**config.mk**
```make
export PLATFORM = sky130hd
export DESIGN_NAME = branch_resolve_ctrl
export DESIGN_NICKNAME = d
export VERILOG_FILES = /design/src/rtl/branch_pkg.sv /design/src/rtl/branch_cond_eval.sv /design/src/rtl/branch_resolve_ctrl.sv
export SDC_FILE = /design/constraint.sdc
export NUM_CORES = 1
export LEC_CHECK = 0
export ABC_AREA = 1
export BUFFER_PORTS_ARGS = -buffer_cell sky130_fd_sc_hd__buf_2
export CAP_MARGIN = 5
export CELL_PAD_IN_SITES_DETAIL_PLACEMENT = 2
export CELL_PAD_IN_SITES_GLOBAL_PLACEMENT = 2
export CORE_MARGIN = 3
export CORE_UTILIZATION = 33
export CTS_CLUSTER_SIZE = 24
export DETAILED_ROUTE_END_ITERATION = 8
export GPL_TIMING_DRIVEN = 0
export PLACE_DENSITY = 0.86
export SLEW_MARGIN = 0
export SYNTH_ARGS = -nofsm -noshare
export SYNTH_HDL_FRONTEND = slang
export SYNTH_SLANG_ARGS = --single-unit
```
**constraint.sdc**
```tcl
create_clock -name clk -period 2.87 [get_ports clk]
set_input_delay 0.287 -clock clk [delete_from_list [all_inputs] [get_ports clk]]
set_output_delay 0.287 -clock clk [all_outputs]
set_load 0.005 [all_outputs]
```
**src/rtl/branch_pkg.sv**
```systemverilog
// -----------------------------------------------------------------------------
// branch_pkg
// Shared definitions for the EX-stage branch resolution slice:
//   - funct3 branch condition codes (BR_EQ .. BR_GEU)
//   - controller state enum (IDLE / WAIT / RESOLVE)
//   - BHT 2-bit saturating counter type, its reset value and update function
// -----------------------------------------------------------------------------
package branch_pkg;

   localparam logic [2:0] BR_EQ  = 3'b000;
   localparam logic [2:0] BR_NE  = 3'b001;
   localparam logic [2:0] BR_LT  = 3'b100;
   localparam logic [2:0] BR_GE  = 3'b101;
   localparam logic [2:0] BR_LTU = 3'b110;
   localparam logic [2:0] BR_GEU = 3'b111;

   typedef enum logic [1:0] {
      IDLE    = 2'd0,
      WAIT    = 2'd1,
      RESOLVE = 2'd2
   } state_t;

   typedef logic [1:0] bht_ctr_t;

   localparam bht_ctr_t WEAK_NT = 2'b01;

   // Saturating step: taken counts up to 2'b11, not-taken down to 2'b00.
   function automatic bht_ctr_t bht_next(input bht_ctr_t ctr, input logic taken);
      bht_ctr_t r;
      if (taken) r = (ctr == 2'b11) ? ctr : bht_ctr_t'(ctr + 2'd1);
      else       r = (ctr == 2'b00) ? ctr : bht_ctr_t'(ctr - 2'd1);
      return r;
   endfunction

endpackage

```
**src/rtl/branch_cond_eval.sv**
```systemverilog
// -----------------------------------------------------------------------------
// branch_cond_eval
// Combinational branch comparator.
//   i_a, i_b    : operands (rs1, rs2)
//   i_branch    : instruction is a conditional branch
//   i_funct3    : condition code (see branch_pkg)
//   o_taken     : condition holds; always 0 for non-branches and 010/011
// -----------------------------------------------------------------------------
module branch_cond_eval
   import branch_pkg::*;
#(
   parameter int XLEN = 32
) (
   input  logic [XLEN-1:0] i_a,
   input  logic [XLEN-1:0] i_b,
   input  logic            i_branch,
   input  logic [2:0]      i_funct3,
   output logic            o_taken
);

   always_comb begin
      // NOTE: default assignment first so no path through the case leaves
      // o_taken unassigned (which would infer a latch).
      o_taken = 1'b0;
      if (i_branch) begin
         case (i_funct3)
            BR_EQ:   o_taken = (i_a == i_b);
            BR_NE:   o_taken = (i_a != i_b);
            BR_LT:   o_taken = ($signed(i_a) <  $signed(i_b));
            BR_GE:   o_taken = ($signed(i_a) >= $signed(i_b));
            BR_LTU:  o_taken = (i_a <  i_b);
            BR_GEU:  o_taken = (i_a >= i_b);
            default: o_taken = 1'b0;
         endcase
      end
   end

endmodule

```
**src/rtl/branch_resolve_ctrl.sv**
```systemverilog
// -----------------------------------------------------------------------------
// branch_resolve_ctrl
// EX-stage branch controller: accepts one branch, waits for forwarded
// operands, resolves it through branch_cond_eval, flags mispredicts and trains
// a direct-mapped 2-bit BHT that the IF stage reads.
//   clk, rst                      : clock, synchronous active-high reset
//   br_valid/br_ready             : branch handshake into EX
//   br_pc/br_imm/br_funct3        : branch PC, B-type offset, condition
//   br_pred_taken                 : prediction the front end followed
//   rs1_val/rs2_val/ops_ready     : forwarded operands and their valid
//   ex_kill                       : higher-priority squash of a waiting branch
//   if_pc/pred_taken              : IF lookup, combinational counter MSB
//   stall                         : hold front end while waiting for operands
//   resolved_valid/resolved_taken : one-cycle resolution pulse and outcome
//   redirect_valid/redirect_pc    : mispredict pulse and correct next PC
//   flush                         : kill younger IF/ID with the redirect
// -----------------------------------------------------------------------------
module branch_resolve_ctrl
   import branch_pkg::*;
#(
   parameter int BHT_IDX_W = 6,
   parameter int XLEN      = 32
) (
   input  logic            clk,
   input  logic            rst,
   input  logic            br_valid,
   output logic            br_ready,
   input  logic [XLEN-1:0] br_pc,
   input  logic [XLEN-1:0] br_imm,
   input  logic [2:0]      br_funct3,
   input  logic            br_pred_taken,
   input  logic [XLEN-1:0] rs1_val,
   input  logic [XLEN-1:0] rs2_val,
   input  logic            ops_ready,
   input  logic            ex_kill,
   input  logic [XLEN-1:0] if_pc,
   output logic            pred_taken,
   output logic            stall,
   output logic            resolved_valid,
   output logic            resolved_taken,
   output logic            redirect_valid,
   output logic [XLEN-1:0] redirect_pc,
   output logic            flush
);

   localparam int BHT_ENTRIES = 2 ** BHT_IDX_W;

   state_t          r_state;
   logic [XLEN-1:0] r_pc;
   logic [XLEN-1:0] r_imm;
   logic [2:0]      r_funct3;
   logic            r_pred;
   logic            r_stall;
   logic            r_resolved_valid;
   logic            r_resolved_taken;
   logic            r_redirect_valid;
   logic            r_redirect_pc_vld_unused;
   logic [XLEN-1:0] r_redirect_pc;
   logic            r_flush;
   bht_ctr_t        r_bht [BHT_ENTRIES];

   logic                 w_taken;
   logic                 w_capture;
   logic [BHT_IDX_W-1:0] w_upd_idx;
   logic [BHT_IDX_W-1:0] w_lookup_idx;
   logic                 w_unused_if_pc;

   branch_cond_eval #(.XLEN(XLEN)) u_cond (
      .i_a      (rs1_val),
      .i_b      (rs2_val),
      .i_branch (1'b1),
      .i_funct3 (r_funct3),
      .o_taken  (w_taken)
   );

   // A new branch can be taken in IDLE and in RESOLVE (back-to-back).
   assign br_ready  = (r_state != WAIT);
   assign w_capture = br_valid && br_ready;

   assign w_upd_idx    = r_pc[BHT_IDX_W+1:2];
   assign w_lookup_idx = if_pc[BHT_IDX_W+1:2];
   // Plain array read: an update on the same edge is seen only afterwards.
   assign pred_taken   = r_bht[w_lookup_idx][1];

   assign w_unused_if_pc = ^{if_pc[XLEN-1:BHT_IDX_W+2], if_pc[1:0]};

   always_ff @(posedge clk) begin
      if (rst) begin
         r_state          <= IDLE;
         r_pc             <= '0;
         r_imm            <= '0;
         r_funct3         <= '0;
         r_pred           <= 1'b0;
         r_stall          <= 1'b0;
         r_resolved_valid <= 1'b0;
         r_resolved_taken <= 1'b0;
         r_redirect_valid <= 1'b0;
         r_redirect_pc    <= '0;
         r_flush          <= 1'b0;
         r_redirect_pc_vld_unused <= 1'b0;
         // NOTE: the BHT is a small flop array that must start weakly
         // not-taken, so it is reset explicitly rather than left to RAM init.
         for (int i = 0; i < BHT_ENTRIES; i++) r_bht[i] <= WEAK_NT;
      end else begin
         // Pulses default low; only the WAIT->RESOLVE edge raises them.
         r_resolved_valid <= 1'b0;
         r_redirect_valid <= 1'b0;
         r_flush          <= 1'b0;
         r_redirect_pc_vld_unused <= 1'b0;

         if (w_capture) begin
            r_pc     <= br_pc;
            r_imm    <= br_imm;
            r_funct3 <= br_funct3;
            r_pred   <= br_pred_taken;
         end

         case (r_state)
            IDLE, RESOLVE: begin
               r_stall <= w_capture;
               r_state <= w_capture ? WAIT : IDLE;
            end
            WAIT: begin
               // Squash wins over operand arrival: nothing is reported.
               if (ex_kill) begin
                  r_stall <= 1'b0;
                  r_state <= IDLE;
               end else if (ops_ready) begin
                  r_stall          <= 1'b0;
                  r_resolved_valid <= 1'b1;
                  r_resolved_taken <= w_taken;
                  r_redirect_valid <= (w_taken != r_pred);
                  r_flush          <= (w_taken != r_pred);
                  r_redirect_pc    <= w_taken ? (r_pc + r_imm) : (r_pc + XLEN'(4));
                  r_bht[w_upd_idx] <= bht_next(r_bht[w_upd_idx], w_taken);
                  r_state          <= RESOLVE;
               end
            end
            default: begin
               r_stall <= 1'b0;
               r_state <= IDLE;
            end
         endcase
      end
   end

   assign stall          = r_stall;
   assign resolved_valid = r_resolved_valid;
   assign resolved_taken = r_resolved_taken;
   assign redirect_valid = r_redirect_valid;
   assign redirect_pc    = r_redirect_pc;
   assign flush          = r_flush;

endmodule

```
==> flow_metrics.py, run 1 <==
metrics = {
    "worst_hold_path": {
        "whs_path_depth": 3,
        "min_path_type": "in -> reg",
    },
    "layout": {
        "post_route_cells_drive_above_1_share": 0.1458,
        "design_area_sq_um": 18070,
        "diodes": 0,
        "fin_nets": 2530,
        "nFillCells": 5185,
        "fin_util": 0.4070,
        "areaGrowthSynthToFinish_pct": 21.28,
    },
    "yosys": {
        "yosysTopAreaCellShare": 0.2579,
        "synthFlopType": "edfxtp_1",
        "syn_area_sq_um": 14900,
        "synth_edf_count": 128,
        "ys_types": 49,
        "yosysTopAreaCell": "edfxtp_1",
        "yosys_warnings": 0,
        "synthesis.nets": 2291,
        "synthArstFlopShare": 0,
        "syn_inst": 2057,
        "post-synth-top-count-cell": "nor2_1",
        "synthTopCellsByArea": "edfxtp_1, dfxtp_1, nor2_1",
        "ys_ff_latch": 240,
        "ys_top_cells_by_count": "nor2_1, nand2_1, inv_1",
        "yosysSeqAreaShare": 0.4084,
        "synth_area_per_cell_sq_um": 7.245,
    },
    "detailed_routing": {
        "wirelength_microns": 72590,
        "drt_iter0_drc": 969,
        "dr.pass1.iters": 5,
        "drc": 0,
        "ant_nets": 0,
        "wire_per_inst_microns": 24.94,
        "avgViaCountPerCell": 5.513,
        "vias": 16048,
    },
    "floorplanning": {
        "initial_core_util": 0.3355,
        "die_h_microns": 218.5,
        "core_area_sq_um": 44410,
        "boundaryPins": 208,
        "dieArea_sq_um": 47750,
        "die_x_microns": 218.5,
        "rows": 77,
    },
    "grt": {
        "grt_pass1_wl_microns": 108300,
        "antenna_found_initial": 2,
        "grt_pass1_vias": 17886,
        "grt_overflow": 0,
        "grt_usage": 0.2987,
        "grt_max_degree": 16,
    },
    "setup_path": {
        "slowest_delay_ps": 690,
        "critical_path_class": "in -> out",
        "crit_fanout": 10,
        "reg2reg_depth": 13,
        "cp_cell_sequence": "buf_2, inv_1, clkbuf_2, clkbuf_2, nor2_1, nor2_1, o311ai_1, nand3_1, o211ai_1, nand2_1, buf_2",
        "worst_path_max_delay_cell": "o311ai_1",
        "arrival_ps": 2540,
        "cp.required_ps": 2580,
        "end_kind": "output pin",
        "startpoint_type": "input pin",
    },
    "clocking": {
        "path_clk_slew_ps": 60,
        "clock_latency_ps": 600,
        "cts_sinks": 240,
        "root_buffer": "clkbuf_16",
        "cts_buffers": 29,
        "htreeDepth": 1,
        "cts_buffer_depth": 3,
        "cts_tree": "built",
    },
    "place": {
        "placement.io_buffers": 180,
        "placedInstanceArea_sq_um": 16540,
        "dp.final_hpwl_microns": 53870,
        "place.gp.congestion": 0.9367,
        "post-place-ws_ps": -639.5,
    },
    "timing": {
        "holdWs_ps": -17.45,
        "setup_viol": 0,
        "max_slew_margin": 0.3673,
        "finClkSkew_ps": 21.71,
        "hold_viol": 1,
        "fmax_mhz": 354.0,
        "tightest_slew_ps": 949.1,
        "finalCritPeriodShare": 0.9843,
        "period_minus_slack_ps": 2825,
        "tns_ps": 0,
        "drv_slew": 0,
        "worst_slack_ps": 45.06,
    },
    "power_and_ir_drop": {
        "power_density_nw_per_um2": 559.5,
        "cellLeakagePower_nw": 7.461,
        "irDropWorstVdd_uv": 463.5,
    },
    "job": {
        "max-cap-violations": 0,
    },
    "status": {
        "status": "finished with violations",
        "violations": "hold timing",
    },
}
-- flip-flops by register name, summed over array words and instances, names as in the netlist, named ones only --
| signal | cells |
|---|---|
| r_bht | 128 |
| r_imm | 32 |
| r_pc | 32 |
| redirect_pc | 32 |
| r_funct3 | 3 |
| r_state | 2 |
| flush | 1 |
| r_pred | 1 |
| resolved_taken | 1 |
| resolved_valid | 1 |
| stall | 1 |
-- through the flow --
| stage | std cells | total power, W |
|---|---|---|
| after floorplan | 2057 | 0.005159 |
| after global placement | 2829 | 0.005945 |
| after detailed placement | 2829 | 0.006060 |
| after CTS | 2906 | 0.01003 |
| after global routing | 2911 | 0.01047 |
| final | 2911 | 0.01011 |
-- power by group --
group          switching [W]  leakage, nW  internal (W)
Sequential          0.000174         2.03       0.00375
Clock                0.00163        0.496       0.00228
Combinational        0.00157         4.94      0.000712
-- per-layer routing --
layer,up-vias,routed length [microns],track usage
li1,7271,-,-
met1,8042,28020,0.3408
met2,524,37460,0.5553
met3,211,3509,0.03726
met4,0,3605,0.1324
met5,-,0,0
-- final timing paths --
| path | start | to | slack, ps |
|---|---|---|---|
| min reg2reg | redirect_pc[1] | redirect_pc[1] | 470 |
| max | if_pc[2] | pred_taken | 50 |
| min | br_imm[13] | r_imm[13] | -20 |
| max reg2reg | flip-flop | r_bht[34][0] | 60 |
-- area by class of cell --
type	instances	area, sq um	area share
multi-input combinational	1471	7552	0.4178
sequential	240	6091	0.3370
timing repair buffer	207	1161	0.06424
inverter	247	929.6	0.05143
clock buffer	44	872.1	0.04825
tap	592	740.7	0.04098
buffer	100	604.3	0.03343
clock inverter	10	123.9	0.006853
-- worst max-delay path, delay by kind of cell --
kind / cells / cell delay, ps
AO/OA/AOI/OAI: 2 / 820
AND/OR/NAND/NOR: 4 / 430
buffers and inverters: 5 / 980
-- cells in the final DEF, fill, tap and decap left out, types with 23 or more instances in the layout --
master	count
ha_1	64
dfxtp_1	108
nand2_1	285
nor3_1	30
edfxtp_1	128
clkbuf_1	49
o21ai_0	192
xor2_1	38
dlygate4sd3_1	23
clkbuf_16	29
nor2_1	446
nand3_1	155
buf_2	192
a21oi_1	102
o22ai_1	27
inv_1	238
-- repair_timing --
action,in CTS,in global routing
endpoints found under the setup margin,172,217
resized for setup,41,62
hold buffers,23,0
hold endpoints to repair,23,0
pin swaps,0,6
buffers inserted,0,4
gates cloned,0,1
-- kinds of logic (layout without fill, tap and decap cells) --
kind of cell               after synthesis  in the layout  synth area share
and+or+nand+nor                        961            962            0.2671
buffers and inverters                  347            608           0.09403
xor gates and xnor gates                53             53           0.03115
adders and majority gates               65             65           0.05508
DFF                                    240            240            0.4084
AOI/OAI and AO/OA                      391            391            0.1442
Note: power is estimated with default switching activity, not from simulation.
==> run 2: changes to the inputs <==
Settings changed: BUFFER_PORTS_ARGS -buffer_cell sky130_fd_sc_hd__buf_2 to -buffer_cell sky130_fd_sc_hd__buf_4.
==> flow_metrics.py, run 2 (synthesis results as in run 1) <==
metrics = {
    "clocking": {
        "path_clk_slew_ps": 70,
        "clock_latency_ps": 600,
        "root_buffer": "clkbuf_16",
        "cts_sinks": 240,
        "htreeDepth": 1,
        "cts_buffers": 28,
        "cts_tree": "built",
        "cts_buffer_depth": 3,
    },
    "worst_hold_path": {
        "min_path_type": "in -> reg",
        "hp-start": "br_imm[24]",
        "whs_path_depth": 3,
    },
    "layout": {
        "multi_input_area_sq_um": 7530,
        "final_cell_mix": "nor2_1, nand2_1, inv_1",
        "diodes": 0,
        "fin_nets": 2530,
        "areaGrowthSynthToFinish_pct": 24.23,
        "nFillCells": 5146,
        "regMostFlops": "r_bht",
        "post_route_cells_drive_above_1_share": 0.1419,
        "seq_area_sq_um": 6088,
        "final_common_cell": "nor2_1",
        "largest_register_ffs": 128,
    },
    "detailed_routing": {
        "vias": 16012,
        "wirelength_microns": 71800,
        "drt_iter0_drc": 1066,
        "drc": 0,
        "wire_per_inst_microns": 24.67,
        "avgViaCountPerCell": 5.502,
        "ant_nets": 0,
        "dr.pass1.iters": 5,
    },
    "floorplanning": {
        "die_h_microns": 218.5,
        "rows": 77,
        "dieArea_sq_um": 47750,
        "core_area_sq_um": 44410,
        "initial_core_util": 0.3355,
        "die_x_microns": 218.5,
        "boundaryPins": 208,
    },
    "setup_path": {
        "arrival_ps": 3120,
        "end_kind": "flip-flop",
        "reg2reg_depth": 13,
        "crit_fanout": 10,
        "startpoint_type": "flip-flop",
        "critical_path_class": "reg -> reg",
        "cp.required_ps": 3210,
    },
    "power_and_ir_drop": {
        "power_density_nw_per_um2": 551.4,
        "cellLeakagePower_nw": 7.574,
        "irDropWorstVdd_uv": 439.3,
    },
    "grt": {
        "grt_max_degree": 16,
        "grt_overflow": 0,
        "antenna_found_initial": 0,
        "grt_usage": 0.2963,
        "grt_pass1_wl_microns": 107600,
        "grt_pass1_vias": 17967,
    },
    "timing": {
        "holdWs_ps": 9.504,
        "finClkSkew_ps": 34.01,
        "tns_ps": 0,
        "finalCritPeriodShare": 0.9681,
        "fmax_mhz": 359.9,
        "hold_viol": 0,
        "setup_viol": 0,
        "period_minus_slack_ps": 2779,
        "worst_slack_ps": 91.46,
        "max_slew_margin": 0.3352,
        "drv_slew": 0,
        "tightest_slew_ps": 997.2,
    },
    "status": {
        "status": "finished, final reports clean",
    },
    "place": {
        "placement.io_buffers": 180,
        "place.gp.congestion": 0.9727,
        "dp.final_hpwl_microns": 53980,
        "post-place-ws_ps": -597.6,
    },
    "job": {
        "max-cap-violations": 0,
    },
}
[run 2: repair_timing]
item,4_1_cts,5_1_grt
buffers inserted,1,2
pin swaps,1,6
endpoints found under the setup margin,166,205
resized for setup,37,54
hold endpoints to repair,26,0
hold buffers,26,0
[run 2: path summary, 6_finish.rpt]
kind	endpoint	slack, ps
worst max-delay path	r_bht[46][0]	90
worst min-delay path	r_imm[24]	10
worst max register to register	r_bht[46][0]	90
worst min register to register	redirect_pc[23]	480
[run 2: area by class of cell]
type	count	share of cell area
plain buffers	100	0.03122
clock buffers	33	0.03940
clock inverters	19	0.01521
inverters	247	0.05035
multi-input cells	1470	0.4067
flip-flops and latches	240	0.3289
well taps	592	0.04001
repair buffers	209	0.08826
[run 2: power breakdown]
part / internal (W) / total [W] / switching, W
sequential: 0.00375 / 0.00392 / 0.000172
combinational: 0.000764 / 0.00232 / 0.00155
clock: 0.00237 / 0.00397 / 0.00160
total: 0.00688 / 0.0102 / 0.00333
[run 2: metrics by stage]
stage | area [sq um] | std cells | power, W | utilization
finish | 18510 | 2910 | 0.01021 | 0.4169
global route | 18510 | 2910 | 0.01059 | 0.4169
CTS | 18360 | 2908 | 0.01016 | 0.4134
detailed placement | 17000 | 2829 | 0.006123 | 0.3827
global placement | 17000 | 2829 | 0.006015 | 0.3827
floorplan | 14900 | 2057 | 0.005159 | -
[run 2: worst max-delay path: stages (launching register included)]
cell and delay [ps]:
dfxtp_1 350, buf_6 160, inv_4 100, buf_4 240
nor2_1 70, o22ai_1 290, o21ai_0 150, o211ai_1 190
nand3_1 110, nand2_2 150, inv_1 100, nand2_4 180
buf_2 280, nand3_1 120
[run 2: layer usage]
metal	vias up	track usage	share of wire
met5	-	0	0
met4	0	0.1292	0.048
met3	198	0.03740	0.045
met2	480	0.5499	0.52
met1	8049	0.3395	0.39
li1	7285	-	-
==> run 3: changes to the inputs <==
Settings changed: CORE_UTILIZATION 33 to 34, CTS_BUF_LIST set to sky130_fd_sc_hd__clkbuf_8, PLACE_DENSITY 0.86 to 0.88.
==> flow_metrics.py, run 3 (synthesis results as in run 1) <==
metrics = {
    "power_and_ir_drop": {
        "netSwitchingFraction": 0.3522,
        "cellLeakagePower_nw": 7.751,
        "p_comb_frac": 0.244,
        "power_density_nw_per_um2": 531.6,
        "clockPowerShare": 0.361,
        "irDropWorstVdd_uv": 326.0,
        "power_switching_w": 0.003510,
        "p_int_w": 0.006456,
        "pwr-share-seq": 0.394,
    },
    "clocking": {
        "clock_latency_ps": 630,
        "cts_buffers": 46,
        "htreeDepth": 2,
        "root_buffer": "clkbuf_8",
        "cts_sinks": 240,
        "cts_tree": "built",
        "cts_buffer_depth": 3,
        "path_clk_slew_ps": 80,
    },
    "floorplanning": {
        "rows": 76,
        "boundaryPins": 208,
        "dieArea_sq_um": 46380,
        "initial_core_util": 0.3452,
        "core_area_sq_um": 43170,
        "die_h_microns": 215.4,
        "die_x_microns": 215.4,
    },
    "layout": {
        "final_common_cell": "nor2_1",
        "areaGrowthSynthToFinish_pct": 25.81,
        "regMostFlops": "r_bht",
        "post_route_cells_drive_above_1_share": 0.1474,
        "final_cell_mix": "nor2_1, nand2_1, inv_1",
        "design_area_sq_um": 18750,
        "diodes": 0,
        "largest_register_ffs": 128,
        "fin_nets": 2581,
        "nFillCells": 5004,
    },
    "place": {
        "dp.final_hpwl_microns": 53370,
        "place.gp.congestion": 0.9705,
        "placement.io_buffers": 180,
        "placedInstanceArea_sq_um": 16990,
    },
    "setup_path": {
        "critical_path_class": "reg -> reg",
        "arrival_ps": 3190,
        "cp_cell_sequence": "buf_4, inv_4, buf_2, o21ai_1, o22ai_1, o211ai_1, o211ai_1, nand3_1, nand2_2, inv_2, nand2_1, nand2_4, buf_4, nand3_1",
        "critPathBufInv": 5,
        "crit_fanout": 10,
        "startpoint_type": "flip-flop",
        "cp.required_ps": 3230,
        "end_kind": "flip-flop",
        "worst_path_max_delay_cell": "dfxtp_1",
        "slowest_delay_ps": 360,
        "critPathTopFamily": "buffers and inverters",
    },
    "detailed_routing": {
        "dr.pass1.iters": 5,
        "ant_nets": 0,
        "drc": 0,
        "avgViaCountPerCell": 5.634,
        "vias": 16709,
        "wirelength_microns": 77900,
        "drt_iter0_drc": 1055,
        "wire_per_inst_microns": 26.26,
    },
    "timing": {
        "holdWs_ps": 61.13,
        "setup_viol": 0,
        "fmax_mhz": 353.7,
        "drv_slew": 0,
        "tns_ps": 0,
        "hold_viol": 0,
        "period_minus_slack_ps": 2828,
        "max_slew_margin": 0.3610,
        "finalCritPeriodShare": 0.9852,
        "tightest_slew_ps": 958.5,
        "finClkSkew_ps": 36.35,
    },
    "job": {
        "max-cap-violations": 0,
    },
    "grt": {
        "grt_max_degree": 13,
        "antenna_found_initial": 0,
        "grt_overflow": 0,
        "grt_pass1_vias": 19019,
        "grt_pass1_wl_microns": 116100,
        "grt_usage": 0.3266,
    },
    "status": {
        "status": "finished, final reports clean",
    },
    "worst_hold_path": {
        "min_path_type": "in -> reg",
    },
}
-- run 3: cell type report --
cell class,count,area (sq um),share of cell area
Tap cell,585,732.0,0.03904
Inverter,247,929.6,0.04958
Clock inverter,27,170.2,0.009076
Clock buffer,55,757.0,0.04037
Sequential cell,240,6092,0.3249
Timing Repair Buffer,242,1962,0.1046
Multi-Input combinational cell,1470,7548,0.4026
Buffer,100,558.0,0.02976
-- run 3: metal layers --
| layer | track usage | up-vias | share of wire |
|---|---|---|---|
| met5 | 0 | - | 0 |
| met4 | 0.1710 | 0 | 0.055 |
| met3 | 0.04977 | 244 | 0.056 |
| met2 | 0.6028 | 669 | 0.52 |
| met1 | 0.3614 | 8407 | 0.37 |
| li1 | - | 7389 | - |
-- run 3: worst min-delay path: stages --
cell,delay (ps)
buf_4,80
o21ai_0,90
a21oi_1,170
-- run 3: what timing repair did --
item | in CTS | in global routing
gates resized for setup | 31 | 59
endpoints found under the setup margin | 162 | 212
hold buffers | 58 | 0
gates cloned | 0 | 0
pin swaps | 0 | 5
setup buffers | 0 | 4
endpoints found under the hold margin | 57 | 0
-- run 3: stage by stage --
step	worst slack [ps]	utilization	total power (W)	instances
floorplan	544.1	-	0.005159	2057
global placement	-415.4	0.3935	0.005996	2822
detailed placement	-592.7	0.3935	0.006121	2822
CTS	6.624	0.4300	0.009786	2962
global route	-45.40	0.4343	0.01031	2966
finish	42.41	0.4343	0.009966	2966
-- run 3: path summary, 6_finish.rpt --
| kind | from | end | slack (ps) | cells past startpoint |
|---|---|---|---|---|
| max | flip-flop | r_bht[17][0] | 40 | 14 |
| min | br_pc[17] | r_pc[17] | 60 | 3 |
| max reg2reg | flip-flop | r_bht[17][0] | 40 | 14 |
| min reg2reg | redirect_pc[1] | redirect_pc[1] | 480 | 2 |
-- run 3: power by group through the flow --
stage | logic [W] | clock network, W | registers [W]
after floorplan | 0.00126 | 0 | 0.00390
after global placement | 0.00203 | 0 | 0.00397
after detailed placement | 0.00215 | 0 | 0.00398
after CTS | 0.00228 | 0.00360 | 0.00391
after global routing | 0.00260 | 0.00377 | 0.00393
final | 0.00243 | 0.00360 | 0.00393
